`config.mk`:
```
export PLATFORM = sky130hd
export DESIGN_NAME = pipe_rr_arbiter
export DESIGN_NICKNAME = d
export VERILOG_FILES = /design/src/rtl/pipe_arb_pkg.sv /design/src/rtl/pipe_rr_arbiter_rr_pick.sv /design/src/rtl/pipe_rr_arbiter.sv
export SDC_FILE = /design/constraint.sdc
export NUM_CORES = 1
export LEC_CHECK = 0
export ABC_AREA = 0
export CELL_PAD_IN_SITES_DETAIL_PLACEMENT = 2
export CELL_PAD_IN_SITES_GLOBAL_PLACEMENT = 2
export CORE_MARGIN = 3
export CORE_UTILIZATION = 28
export DETAILED_ROUTE_END_ITERATION = 10
export PLACE_DENSITY = 0.75
export SYNTH_ARGS = -nofsm -noshare
export SYNTH_HDL_FRONTEND = slang
export SYNTH_SLANG_ARGS = --single-unit
```
`constraint.sdc`:
```
create_clock -name clk -period 2.74 [get_ports clk]
set_input_delay 0.274 -clock clk [delete_from_list [all_inputs] [get_ports clk]]
set_output_delay 0.274 -clock clk [all_outputs]
set_load 0.02 [all_outputs]
```
`src/rtl/pipe_arb_pkg.sv`:
```
// Shared helpers for the round-robin pipeline arbiter.
package pipe_arb_pkg;

  // Requester-index width; never narrower than one bit.
  function automatic int unsigned id_width(input int unsigned n);
    return (n < 2) ? 1 : $clog2(n);
  endfunction

endpackage

```
`src/rtl/pipe_rr_arbiter_rr_pick.sv`:
```
// Combinational round-robin picker: first requester at or after ptr, cyclically.
module rr_pick
  import pipe_arb_pkg::*;
#(
  parameter int unsigned N = 4,
  localparam int unsigned IW = id_width(N)
) (
  input  logic [N-1:0]  req,
  input  logic [IW-1:0] ptr,
  output logic          any,
  output logic [IW-1:0] g
);

  assign any = |req;

  always_comb begin : pick
    int unsigned idx;
    logic        found;
    g     = '0;
    found = 1'b0;
    idx   = 0;
    for (int unsigned k = 0; k < N; k++) begin
      idx = (32'(ptr) + k) % N;
      if (!found && req[idx]) begin
        found = 1'b1;
        g     = IW'(idx);
      end
    end
  end

endmodule

```
`src/rtl/pipe_rr_arbiter.sv`:
```
// Round-robin arbiter feeding a fixed-latency, enable-gated register pipeline.
// Define PIPE_ARB_BUBBLE_COLLAPSE_EN to let empty stages advance under a stalled tail.
module pipe_rr_arbiter
  import pipe_arb_pkg::*;
#(
  parameter int unsigned N  = 4,
  parameter int unsigned DW = 16,
  parameter int unsigned L  = 4,
  localparam int unsigned IW = id_width(N)
) (
  input  logic                 clk,
  input  logic                 rst,
  input  logic [N-1:0]         req_valid,
  input  logic [N-1:0][DW-1:0] req_data,
  output logic [N-1:0]         req_ready,
  output logic                 out_valid,
  input  logic                 out_ready,
  output logic [DW-1:0]        out_data,
  output logic [IW-1:0]        out_id,
  output logic                 busy
);

  logic [L-1:0]          v;
  logic [L-1:0]          en;
  logic [L-1:0][IW-1:0]  id;
  logic [L-1:0][DW-1:0]  d;
  logic [IW-1:0]         ptr;
  logic [IW-1:0]         g;
  logic                  any;
  logic                  acc;

  rr_pick #(.N(N)) u_pick (
    .req (req_valid),
    .ptr (ptr),
    .any (any),
    .g   (g)
  );

`ifdef PIPE_ARB_BUBBLE_COLLAPSE_EN
  // Each stage advances if it is empty or the stage ahead of it advances.
  always_comb begin : stage_en
    logic run;
    run = !v[L-1] || out_ready;
    en  = '0;
    for (int k = int'(L) - 1; k >= 0; k--) begin
      if (k < int'(L) - 1) run = !v[k] || run;
      en[k] = run;
    end
  end
`else
  // Whole pipe shifts or freezes together on the tail's handshake.
  always_comb begin
    en = {L{!v[L-1] || out_ready}};
  end
`endif

  assign acc = any && en[0] && !rst;

  always_comb begin
    req_ready = '0;
    if (acc) req_ready[g] = 1'b1;
  end

  always_ff @(posedge clk) begin
    if (rst) begin
      v   <= '0;
      id  <= '0;
      d   <= '0;
      ptr <= '0;
    end else begin
      if (en[0]) v[0] <= acc;
      if (acc) begin
        id[0] <= g;
        d[0]  <= req_data[g];
        ptr   <= IW'((32'(g) + 32'd1) % N);
      end
      for (int k = 1; k < int'(L); k++) begin
        if (en[k]) begin
          v[k]  <= v[k-1];
          id[k] <= id[k-1];
          d[k]  <= d[k-1];
        end
      end
    end
  end

  assign out_valid = v[L-1];
  assign out_id    = id[L-1];
  assign out_data  = d[L-1];
  assign busy      = |v;

endmodule

```
==> summary.txt <==
Skew final -> 0.00478 ns
Initial DRT Pass Iterations -> 4
Nets -> 457
Post-DP HPWL -> 6750 µm
Root buf cell -> clkbuf_16
RSZ-0062 raised after global routing -> no
Setup TNS -> 0 ns
Post-synth net total -> 390
Worst rel slew slack -> 0.626
Setup crit end kind -> primary output
Initial DRC Count -> 83
CTS tree -> built
Setup WS post-layout -> 0.154 ns
Min Tclk post-route -> 2.59 ns
CP Max Fanout -> 4
Crit Path Class -> in -> out
Antenna cells -> 0
Post-cts repair resize count -> 0
Share of layout cells above drive strength 1 -> 0.0821
Rows -> 38
Initial Utilization -> 0.292
Final wirelength -> 9360 µm
CTS clk-pin slew, worst paths -> 0.05 ns
Vias in the first global route -> 2,824
Synth Warn # -> 0
Final instance area -> 4470 µm²
IO Count -> 95
Fmax -> 0.387 GHz
Die area -> 12,800 µm²
Die extent in x -> 113 µm
Cell count after synthesis -> 319
P_leak -> 1.76 nW
Core region area -> 11,000 µm²
Area contributors post-synth -> dfxtp_1 48%, a22o_1 15%, a32o_1 5.0%
Pin count of the biggest net entering global routing -> 56
GRT Total Usage -> 0.148
Routed wire length per instance -> 17.7 µm
Flops & latches, synth -> 78
Port Buffers -> 94
Routed Antenna Nets -> 0
Final setup viols -> 0
Mapped cell area -> 3230 µm²
Fin util -> 0.405
# Post-CTS Setup Buffers -> 0
Peak VDD IR -> 269 µV
Post-synth EDFFs -> 0
Post-CTS Hold Fix Bufs -> 0
Post-DP Area -> 4200 µm²
Fin crit share -> 0.944
Placer Congestion -> 0.735
Clk buf depth -> 2
Maxcap violations -> 0
First-pass GRT wire length -> 15,300 µm
Fillers -> 1,180
Final Hold Viols -> 0
Post-synth top area share -> 0.484
Synth cell types -> 35
Register area share after synthesis -> 0.484
Synth area leader -> dfxtp_1
Slew @ Worst Pin -> 0.562 ns
Die height -> 113 µm
Outcome -> finished clean
P&R area growth vs syn -> 38.6%
Pwr Density -> 666 nW/µm²
Top_reg_cell synth -> dfxtp_1
DRC violation count after routing -> 0
Initial antenna violation count -> 0
Clock Latency Late Sink -> 0.33 ns
CTS Buf Count -> 9
Dpl ws -> 0.132 ns
Min-Delay Path Class -> reg -> reg
Worst Setup Start Kind -> primary input
Vias per inst -> 5.24
Worst Path Arrival -> 2.31 ns
Via count -> 2,779
Data required, critical path -> 2.47 ns
Slew Limit Fails -> 0
Avg Cell Area, Syn -> 10.1 µm²
H-tree level count -> 3
Grt ovf -> 0
FFs w/ async S/R, synth -> 0
CTS Sinks -> 78
[metrics by stage]
step | instances | power [mW] | hold slack (ns)
6_report | 530 | 2.98 | 0.470
2_1_floorplan | 319 | 1.68 | 0.433
3_5_place_dp | 515 | 1.93 | 0.457
4_1_cts | 530 | 3.02 | 0.474
5_1_grt | 530 | 3.14 | 0.494
3_3_place_gp | 515 | 1.90 | 0.442
[final timing paths]
path,startpoint,to,slack [ns],cells past startpoint
worst max-delay path,req_valid[0],req_ready[1],0.15,6
worst min-delay path,out_data[7]$_SDFFE_PP0N_,out_data[7]$_SDFFE_PP0N_,0.47,1
worst max register to register,ptr[0]$_SDFFE_PP0P_,d[2]$_SDFFE_PP0P_,0.63,6
worst min register to register,out_data[7]$_SDFFE_PP0N_,out_data[7]$_SDFFE_PP0N_,0.47,1
[synth_stat cells (2+ instances only)]
| cell type | instances |
|---|---|
| nor2b_1 | 2 |
| a32o_1 | 16 |
| a211o_1 | 16 |
| nand2_1 | 3 |
| o21ai_0 | 16 |
| nand2b_1 | 3 |
| buf_1 | 10 |
| buf_4 | 18 |
| dfxtp_1 | 78 |
| and3_1 | 18 |
| nor2_1 | 8 |
| a22o_1 | 57 |
| buf_2 | 3 |
| nand3_1 | 32 |
| clkbuf_1 | 16 |
| buf_6 | 3 |
| a21oi_1 | 2 |
[flip-flops by register name, indices dropped and copies added, names as in the netlist]
register / count
d: 48
out_data: 16
id: 6
v: 4
out_id: 2
ptr: 2
[worst max-delay path: stages]
cell	delay (ns)
clkdlybuf4s50_1	0.47
nor2b_4	0.17
or4_4	0.52
nand2_1	0.12
and3_1	0.16
clkdlybuf4s50_1	0.60
[logic make-up (layout without fill, tap and decap cells)]
kind of cell / Yosys count / after routing / synth area share
AO/OA/AOI/OAI: 112 / 112 / 0.288
XOR/XNOR: 1 / 1 / 0.00272
buffers and inverters: 51 / 122 / 0.0884
flip-flops: 78 / 78 / 0.484
multiplexers: 1 / 1 / 0.00310
AND/OR/NAND/NOR: 76 / 76 / 0.133
[routing by layer]
metal  up-vias  part of all wire  global-route usage
li1       1341                 -                   -
met1      1348              0.49               0.202
met2        81              0.44               0.224
met3         9             0.060              0.0444
met4         0             0.014              0.0457
met5         -                 0                   0
[cells in the final DEF, fill, tap and decap left out, types with 7 or more instances in the layout]
cell / synthesis / routed
dfxtp_1: 78 / 78
and3_1: 18 / 18
nand3_1: 32 / 32
nor2_1: 8 / 7
buf_4: 18 / 11
clkbuf_16: 0 / 9
o21ai_0: 16 / 16
a211o_1: 16 / 16
a32o_1: 16 / 16
clkdlybuf4s50_1: 0 / 94
a22o_1: 57 / 57
[power breakdown]
group,internal (mW),switching (mW),total (mW),leakage (nW)
sequential,1.25,0.0797,1.33,0.641
combinational,0.310,0.264,0.574,0.983
clock,0.657,0.419,1.08,0.133
total,2.22,0.762,2.98,1.76
[layout make-up]
cell class	count	area [µm²]	area share
Clock buffer	14	264	0.0590
Clock inverter	1	5.00	0.00112
Inverter	1	3.75	0.000839
Multi-Input combinational cell	190	1420	0.317
Sequential cell	78	1560	0.349
Tap cell	140	175	0.0392
Timing Repair Buffer	106	1040	0.233
(Power assumes the default switching activity.)
